--- config.mk ---
export PLATFORM = sky130hd
export DESIGN_NAME = seq_fxp_mult_flat
export DESIGN_NICKNAME = d
export VERILOG_FILES = /design/src/rtl/fxp_pkg.sv /design/src/rtl/seq_fxp_mult_if.sv /design/src/rtl/fxp_sat_trunc.sv /design/src/rtl/seq_fxp_mult.sv /design/src/flat_wrapper.sv
export SDC_FILE = /design/constraint.sdc
export NUM_CORES = 1
export LEC_CHECK = 0
export CAP_MARGIN = 25
export CORE_UTILIZATION = 42
export DETAILED_ROUTE_END_ITERATION = 8
export GPL_TIMING_DRIVEN = 1
export HOLD_SLACK_MARGIN = 0.15
export PLACE_DENSITY = 0.65
export SETUP_SLACK_MARGIN = 0.4
export SLEW_MARGIN = 20
export SYNTH_ARGS = -nofsm -noshare
export SYNTH_HDL_FRONTEND = slang
export SYNTH_SLANG_ARGS = --single-unit
--- constraint.sdc ---
create_clock -name clk -period 2.9 [get_ports clk]
set_input_delay 0.58 -clock clk [delete_from_list [all_inputs] [get_ports clk]]
set_output_delay 0.58 -clock clk [all_outputs]
set_load 0.02 [all_outputs]
--- src/rtl/fxp_pkg.sv ---
// ============================================================================
// Module : fxp_pkg
// Brief  : Shared fixed-point constants and sequencer state encoding.
// Rev    : 1.0  initial release
// ============================================================================
`default_nettype none

package fxp_pkg;

  localparam int C_FXP_WIDTH = 8;
  localparam int C_FXP_FRAC  = 4;

  typedef enum logic [1:0] {
    ST_IDLE = 2'd0,
    ST_CALC = 2'd1,
    ST_DONE = 2'd2
  } fxp_state_e;

endpackage

`default_nettype wire

--- src/rtl/seq_fxp_mult_if.sv ---
// ============================================================================
// Module : seq_fxp_mult_if
// Brief  : Operand/result valid-ready bundle for the sequential multiplier.
// Rev    : 1.0  initial release
// ============================================================================
`default_nettype none

interface seq_fxp_mult_if #(
  parameter int WIDTH = 8
);

  logic             in_valid;
  logic             in_ready;
  logic [WIDTH-1:0] a;
  logic [WIDTH-1:0] b;
  logic             out_valid;
  logic             out_ready;
  logic [WIDTH-1:0] p;
  logic             ovf;

  modport master (
    output in_valid, a, b, out_ready,
    input  in_ready, out_valid, p, ovf
  );

  modport slave (
    input  in_valid, a, b, out_ready,
    output in_ready, out_valid, p, ovf
  );

endinterface

`default_nettype wire

--- src/rtl/fxp_sat_trunc.sv ---
// ============================================================================
// Module : fxp_sat_trunc
// Brief  : Formats a double-width unsigned product into Q format with
//          truncation of low fraction bits and saturation on overflow.
// Rev    : 1.0  initial release
// ============================================================================
`default_nettype none

module fxp_sat_trunc #(
  parameter int WIDTH = 8,
  parameter int FRAC  = 4
) (
  input  wire logic [2*WIDTH-1:0] full,
  output logic      [WIDTH-1:0]   p,
  output logic                    ovf
);

  // Fraction bits below FRAC are intentionally discarded (no rounding).
  logic w_unused_frac;
  assign w_unused_frac = &{1'b0, full[FRAC-1:0]};

  assign ovf = |full[2*WIDTH-1:WIDTH+FRAC];
  assign p   = ovf ? {WIDTH{1'b1}} : full[FRAC+WIDTH-1:FRAC];

endmodule

`default_nettype wire

--- src/rtl/seq_fxp_mult.sv ---
// ============================================================================
// Module : seq_fxp_mult
// Brief  : Iterative shift-add unsigned Q-format multiplier, WIDTH cycles
//          per product, one operation in flight, valid/ready on both sides.
// Rev    : 1.0  initial release
// ============================================================================
`default_nettype none

module seq_fxp_mult
  import fxp_pkg::*;
#(
  parameter int WIDTH = C_FXP_WIDTH,
  parameter int FRAC  = C_FXP_FRAC
) (
  input  wire logic      clk,
  input  wire logic      rst_n,
  seq_fxp_mult_if.slave  bus
);

  localparam int CW = $clog2(WIDTH + 1);

  fxp_state_e r_state;
  fxp_state_e w_state_next;

  logic [2*WIDTH-1:0] r_a_sh;
  logic [2*WIDTH-1:0] r_acc;
  logic [2*WIDTH-1:0] w_acc_next;
  logic [WIDTH-1:0]   r_b_sh;
  logic [CW-1:0]      r_cnt;
  logic [WIDTH-1:0]   r_p;
  logic               r_ovf;
  logic [WIDTH-1:0]   w_p;
  logic               w_ovf;
  logic               w_last;

  assign w_acc_next = r_acc + (r_b_sh[0] ? r_a_sh : {2*WIDTH{1'b0}});
  assign w_last     = (r_cnt == CW'(WIDTH - 1));

  always_ff @(posedge clk or negedge rst_n) begin
    if (!rst_n) begin
      r_state <= ST_IDLE;
    end else begin
      r_state <= w_state_next;
    end
  end

  always_comb begin
    w_state_next = r_state;
    case (r_state)
      ST_IDLE: if (bus.in_valid) w_state_next = ST_CALC;
      ST_CALC: if (w_last)       w_state_next = ST_DONE;
      ST_DONE: if (bus.out_ready) w_state_next = ST_IDLE;
      default: w_state_next = ST_IDLE;
    endcase
  end

  always_ff @(posedge clk or negedge rst_n) begin
    if (!rst_n) begin
      r_a_sh <= '0;
      r_b_sh <= '0;
      r_acc  <= '0;
      r_cnt  <= '0;
      r_p    <= '0;
      r_ovf  <= 1'b0;
    end else begin
      case (r_state)
        ST_IDLE: begin
          if (bus.in_valid) begin
            r_a_sh <= {{WIDTH{1'b0}}, bus.a};
            r_b_sh <= bus.b;
            r_acc  <= '0;
            r_cnt  <= '0;
          end
        end
        ST_CALC: begin
          r_acc  <= w_acc_next;
          r_a_sh <= r_a_sh << 1;
          r_b_sh <= r_b_sh >> 1;
          r_cnt  <= r_cnt + 1'b1;
          // Format from the post-add value so the final iteration is included.
          if (w_last) begin
            r_p   <= w_p;
            r_ovf <= w_ovf;
          end
        end
        default: ;
      endcase
    end
  end

  fxp_sat_trunc #(
    .WIDTH (WIDTH),
    .FRAC  (FRAC)
  ) u_sat_trunc (
    .full (w_acc_next),
    .p    (w_p),
    .ovf  (w_ovf)
  );

  assign bus.in_ready  = (r_state == ST_IDLE);
  assign bus.out_valid = (r_state == ST_DONE);
  assign bus.p         = r_p;
  assign bus.ovf       = r_ovf;

endmodule

`default_nettype wire

--- src/flat_wrapper.sv ---
// flat-port wrapper written by rule: the top's interface ports become plain ports
module seq_fxp_mult_flat import fxp_pkg::*;
#(
  parameter int WIDTH = C_FXP_WIDTH,
  parameter int FRAC  = C_FXP_FRAC
)
  (clk, rst_n, bus_in_valid, bus_a, bus_b, bus_out_ready, bus_in_ready, bus_out_valid, bus_p, bus_ovf);
  seq_fxp_mult_if #(.WIDTH(WIDTH)) bus_i ();
  input  wire logic clk;
  input  wire logic rst_n;
  input wire logic [$bits(bus_i.in_valid)-1:0] bus_in_valid;
  input wire logic [$bits(bus_i.a)-1:0] bus_a;
  input wire logic [$bits(bus_i.b)-1:0] bus_b;
  input wire logic [$bits(bus_i.out_ready)-1:0] bus_out_ready;
  output wire logic [$bits(bus_i.in_ready)-1:0] bus_in_ready;
  output wire logic [$bits(bus_i.out_valid)-1:0] bus_out_valid;
  output wire logic [$bits(bus_i.p)-1:0] bus_p;
  output wire logic [$bits(bus_i.ovf)-1:0] bus_ovf;
  assign bus_i.in_valid = bus_in_valid;
  assign bus_i.a = bus_a;
  assign bus_i.b = bus_b;
  assign bus_i.out_ready = bus_out_ready;
  assign bus_in_ready = bus_i.in_ready;
  assign bus_out_valid = bus_i.out_valid;
  assign bus_p = bus_i.p;
  assign bus_ovf = bus_i.ovf;
  seq_fxp_mult #(.WIDTH(WIDTH), .FRAC(FRAC)) u_core (.clk(clk), .rst_n(rst_n), .bus(bus_i));
endmodule
==> metrics.txt <==
routed vias/inst 5.48; normalized max-slew margin 0.532; minimum setup slack in the final design 0.0659 ns; first-pass iteration count of the detailed router 4; startpoint kind of the worst setup timing path flip-flop; outcome complete, no violations; critical-path cell with the highest stage delay sky130_fd_sc_hd__or4b_1; max-cap check violation count 0; power density of the placed cells 846 mW/mm²; Setup violations, final 0; Initial Utilization 0.433; row cnt 31; CTS Buf Count 5; drt first-iter violations 91; most common library cell in the layout ignoring fill and taps sky130_fd_sc_hd__dfrtp_1; met1 routed wirelength after detailed routing 3300 µm; core area 0.00721 mm²; chip height 88.2 µm; post-CTS clock slew at the launch and capture registers of the worst setup and hold paths 0.10 ns; gr usage total 0.191; area added between synthesis and finish 19.1%; Clk Latency, worst-skew pair 0.31 ns; synthesis warning total 0; via count of the first global-routing pass 2382; fraction of synthesis flops using an asynchronous set or reset pin 1.00; antenna cell count 0; data arrival time of the worst path 3.07 ns; net count reported at finish 389; global-route wire length before repair 11500 µm; Achievable Freq 0.353 GHz; maximum level of the CTS H-tree 2; total vias in the final route 2478; slew of the pin with the lowest slew margin 0.703 ns; maximum number of buffers from clock root to sink 2; uppermost layer routed met4; maximum number of pins on one net before global-route repair 56; Cell Area, Synth 0.00312 mm²; Layout Skew 0.00547 ns; setup TNS 0 ns; Boundary Pins 31; Die Span X 88.2 µm; sum of met2 wire segment lengths after detailed routing 3080 µm; Post-synth EDFFs 0; gpl congestion 0.826; Syn Inst Count 319; static leakage power 1.70 nW; total global routing overflow 0; WL per Instance 14.8 µm; kind of end point of the critical path flip-flop; HPWL after DPL 4660 µm; Critical Path Fanout Max 9; count of final hold-check violations 0; peak ir drop on the vdd network 389 µV; RSZ-0062 raised after global routing true; final count of pins violating max slew 0; Seq cells post-synth 55; initial antenna violation count 0; number of different library cells in the post-synthesis netlist 43; sum of met3 wire segment lengths after detailed routing 233 µm; Setup CP Type flip-flop to flip-flop; post-synthesis area per instance 9.79 µm²; Final Critical Period 2.83 ns; cell-by-cell listing of the critical path and2_1, ha_2, fa_2, a21o_1, a221o_2, o221ai_4, or4b_1, o211ai_2, a21oi_4, a41oi_2; DRC violations left 0; CP max stage delay 0.48 ns; worst hold path type input port to asynchronous set/reset pin; share of the clock period used by the worst path 0.977; TritonCTS clock tree built; wire length reported by the detailed router 6690 µm; required time of the worst setup path 3.13 ns; post-synthesis sequential area ratio 0.441; Net Count, Synth 356; Place WS 0.0491 ns; number of routed nets with antenna violations 0; count of hold-fix buffers inserted at cts 0; Die Area 0.00779 mm²; CTS sink cnt 55; clk root buf sky130_fd_sc_hd__clkbuf_8; Primary FF master, synth sky130_fd_sc_hd__dfrtp_1; top library cells by usage in the layout, fill and taps aside sky130_fd_sc_hd__dfrtp_1 (55), sky130_fd_sc_hd__nand2_1 (30), sky130_fd_sc_hd__clkdlybuf4s50_1 (28); IO Port Bufs 30; fraction of final layout cells with drive strength greater than 1 0.116
[registers in the layout (all words and copies together) (netlist names)]
register	flops
u_core.r_acc	16
u_core.r_cnt	4
u_core.r_b_sh	8
u_core.bus.p	8
u_core.r_a_sh	16
u_core.r_state	2
u_core.bus.ovf	1
[metal layers]
layer	GRT usage	up-vias
met4	0.0484	0
met5	0	-
met2	0.313	52
met3	0.0308	8
met1	0.265	1182
li1	-	1236
[path summary, 6_finish.rpt]
check | cells past startpoint | start | slack (ns) | endpoint
worst max-delay path | 10 | u_core.r_b_sh[0] | 0.07 | u_core.bus.p[3]
worst min-delay path | 2 | rst_n | 0.39 | u_core.bus.p[1]
worst max register to register | 10 | u_core.r_b_sh[0] | 0.07 | u_core.bus.p[3]
worst min register to register | 2 | u_core.r_b_sh[1] | 0.49 | u_core.r_b_sh[1]
max in group asynchronous | 2 | rst_n | 2.04 | u_core.r_acc[15]
min in group clk | 2 | u_core.r_b_sh[1] | 0.49 | u_core.r_b_sh[1]
[cells by family (layout without fill, tap and decap cells)]
logic type                 after synthesis  count (layout)  synth area share
muxes                                    1               1           0.00320
adders and majority gates               17              17            0.0705
xor gates and xnor gates                11              11            0.0308
and+or+nand+nor                        102             103             0.172
buffers and inverters                   23              56            0.0304
AOI/OAI and AO/OA                      110             110             0.252
DFF                                     55              55             0.441
[repair_timing]
item,CTS,global route
endpoints found under the setup margin,12,17
endpoints found under the hold margin,0,0
cloned,1,0
resized for setup,2,10
pin swaps,1,6
buffers inserted,1,2
[through the flow]
| stage | utilization | instance area (µm²) | cells | hold WS, ns | power [mW] |
|---|---|---|---|---|---|
| floorplan | - | 3130 | 319 | 0.284 | 2.22 |
| global placement | 0.493 | 3560 | 440 | 0.467 | 2.65 |
| detailed placement | 0.493 | 3560 | 440 | 0.476 | 2.69 |
| CTS | 0.508 | 3660 | 450 | 0.416 | 3.13 |
| global route | 0.516 | 3720 | 452 | 0.449 | 3.39 |
| finish | 0.516 | 3720 | 452 | 0.390 | 3.15 |
[worst max-delay path: cells and delay by family, from the launching register on]
kind	cells	cell delay (ns)
flip-flops	1	0.44
adder cells (fa/ha/maj)	2	0.53
AND/OR/NAND/NOR	2	0.64
AO/OA/AOI/OAI	6	1.14
[report_power, final]
part           internal, mW  leakage (nW)  switching (mW)  total [mW]
registers              1.05         0.684           0.208        1.26
clock network         0.170        0.0412           0.252       0.422
logic                 0.667         0.975           0.800        1.47
total                  1.89          1.70            1.26        3.15
[cell usage after synthesis, drive strengths merged, types with 3 or more instances]
master,number,share of area
dfrtp,55,0.44
nand2,30,0.036
o21ai,29,0.046
a21oi,22,0.039
a22o,19,0.053
nor2,18,0.022
ha,16,0.064
and2,15,0.030
clkbuf,15,0.018
nor2b,10,0.020
a31oi,8,0.016
and3b,8,0.022
a21o,7,0.017
a22oi,7,0.017
xnor2,7,0.020
inv,5,0.0060
nand3,5,0.0080
nor3,5,0.0080
o21a,4,0.0096
xor2,4,0.011
a41oi,3,0.016
and3,3,0.0060
buf,3,0.0064
o211ai,3,0.010
[area by class of cell]
cell class	count	area, µm²
fillers	690	3490
multi-input cells	242	1720
flip-flops and latches	55	1380
repair buffers	43	399
well taps	99	124
clock buffers	6	72.6
inverters	5	18.8
clock inverters	2	12.5
(Power assumes the default switching activity.)
==> RTL change (same flow settings) <==
The package constant `C_FXP_FRAC` goes from 4 to 2.
--- a/src/rtl/fxp_pkg.sv
+++ b/src/rtl/fxp_pkg.sv
@@ -8,7 +8,7 @@
 package fxp_pkg;
 
   localparam int C_FXP_WIDTH = 8;
-  localparam int C_FXP_FRAC  = 4;
+  localparam int C_FXP_FRAC  = 2;
 
   typedef enum logic [1:0] {
     ST_IDLE = 2'd0,
Formal check against the unedited RTL: not equivalent (Yosys sat finds a counterexample within 10 cycles, from zero or initial values and one cycle with rst_n low).
==> RTL change against the unedited design <==
  * The flow now finishes with violations (setup timing)
  * Critical endpoint is now u_core.bus.p[4]
  * Hold slack worse by 140 ps
  * Synthesized cell count shrank 0.94%
  * Largest cell class unchanged
  * Area after synthesis fell by 1.2%
  * Worst setup slack worse by 140 ps
  * Die area shrank 1.1%
  * Design area up 12%
  * Power up 22%
  * Highest routed layer unchanged
  * Routed wire length is 16% higher
  * Clock skew is 3.1 ps higher
  * Sequential cell count unchanged
==> RTL change: results (changes against the unedited design) <==
setup_path:
  reg2reg_depth: 13  # was 10
  critPathSlowestCell: "sky130_fd_sc_hd__dfrtp_1"  # was sky130_fd_sc_hd__or4b_1
  timing.rr.end: "u_core.bus.p[4]"  # was u_core.bus.p[3]
sta:
  worst_slack_ps: -69.5  # was 65.9 ps
  setup_viol_count_final: 8  # was 0
  fin_worst_hold_slack_ps: 250  # was 390 ps
  fin_tns_setup_ps: -390  # was 0 ps
run_status:
  failed_checks: "setup timing"
  run_status: "finished, violations left"  # was finished, final reports clean
pwr:
  power_switching_mw: 1.60  # was 1.26 mW
  power.static_leakage_nw: 1.84  # was 1.70 nW
  vdd.ir_drop.worst_uv: 360  # was 389 uV
synthesis:
  synth_seq_area_share: 0.446  # was 0.441
  synth_cell_types: 48  # was 43
  netlist_top_cells_area: "sky130_fd_sc_hd__dfrtp_1 45%, sky130_fd_sc_hd__ha_1 6.5%, sky130_fd_sc_hd__o21ai_0 5.7%"  # was sky130_fd_sc_hd__dfrtp_1 44%, sky130_fd_sc_hd__ha_1 6.4%, sky130_fd_sc_hd__a22o_1 5.3%
  synth_top_cells_by_count: "55 x sky130_fd_sc_hd__dfrtp_1, 36 x sky130_fd_sc_hd__nand2_1, 35 x sky130_fd_sc_hd__o21ai_0"  # was 55 x sky130_fd_sc_hd__dfrtp_1, 30 x sky130_fd_sc_hd__nand2_1, 27 x sky130_fd_sc_hd__o21ai_0
placement:
  routabilityCongestion: 0.881  # was 0.826
  dpl.hpwl_um: 5110  # was 4660 um
  dp_worst_setup_slack_ps: -137  # was 49.1 ps
  cells_after_dpl: 451  # was 440
detailed_routing:
  drt-wirelength-per-cell_um: 16.5  # was 14.8 um
  post_dr_vias_cell: 5.75  # was 5.48
  wirelength_um: 7780  # was 6690 um
layout:
  nNetsFinal: 413  # was 389
  final_design_area_no_fill_sq_um: 4160  # was 3720 sq um
  final_layout_size_suffix_gt1_frac: 0.263  # was 0.116
global_routing:
  number_of_global_route_vias_before_repair: 2631  # was 2382
## RTL change: timing repair
action                                  in CTS  in global routing
setup buffers                                6                  6
resized for setup                           33                 33
pin swaps                                   16                 13
cloned                                       2                  0
endpoints found under the setup margin      15                 17
## RTL change: area by class of cell
class	instances	area share
sequential	55	0.331
multi-input combinational	240	0.463
inverter	1	0.000902
clock inverter	2	0.00301
tap	96	0.0289
timing repair buffer	73	0.156
clock buffer	6	0.0174
## RTL change: cells by family (layout without fill, tap and decap cells)
logic type / count (synthesis) / after routing / share of synthesized area
compound gates: 116 / 116 / 0.252
simple gates: 93 / 93 / 0.158
flops: 55 / 55 / 0.446
buf+inv: 21 / 82 / 0.0336
fa+ha+maj: 17 / 17 / 0.0713
xor+xnor: 14 / 14 / 0.0397
## RTL change: worst max-delay path by stage
stage	slack (ps)	to	cells after the start	startpoint
5_1_grt	-160	u_core.bus.p[6]	11	u_core.r_b_sh[0]
2_1_floorplan	-180	u_core.bus.p[0]	11	u_core.r_b_sh[0]
3_3_place_gp	-60	u_core.bus.p[0]	11	u_core.r_b_sh[0]
3_5_place_dp	-140	u_core.bus.p[1]	11	u_core.r_b_sh[0]
6_report	-70	u_core.bus.p[4]	13	u_core.r_b_sh[0]
4_1_cts	-60	u_core.bus.p[4]	11	u_core.r_b_sh[0]
## RTL change: metal layers
metal	part of all wire	vias to the layer above	track usage
met1	0.46	1356	0.299
met5	0	-	0
met3	0.033	16	0.0283
met2	0.49	68	0.352
li1	-	1280	-
met4	0.023	0	0.0551
## RTL change: power groups by stage
stage	combinational, mW	sequential, mW	clock (mW)
6_report	2.12	1.29	0.427
5_1_grt	2.32	1.33	0.467
4_1_cts	1.94	1.28	0.440
3_5_place_dp	1.71	1.29	0
3_3_place_gp	1.68	1.28	0
2_1_floorplan	1.05	1.30	0
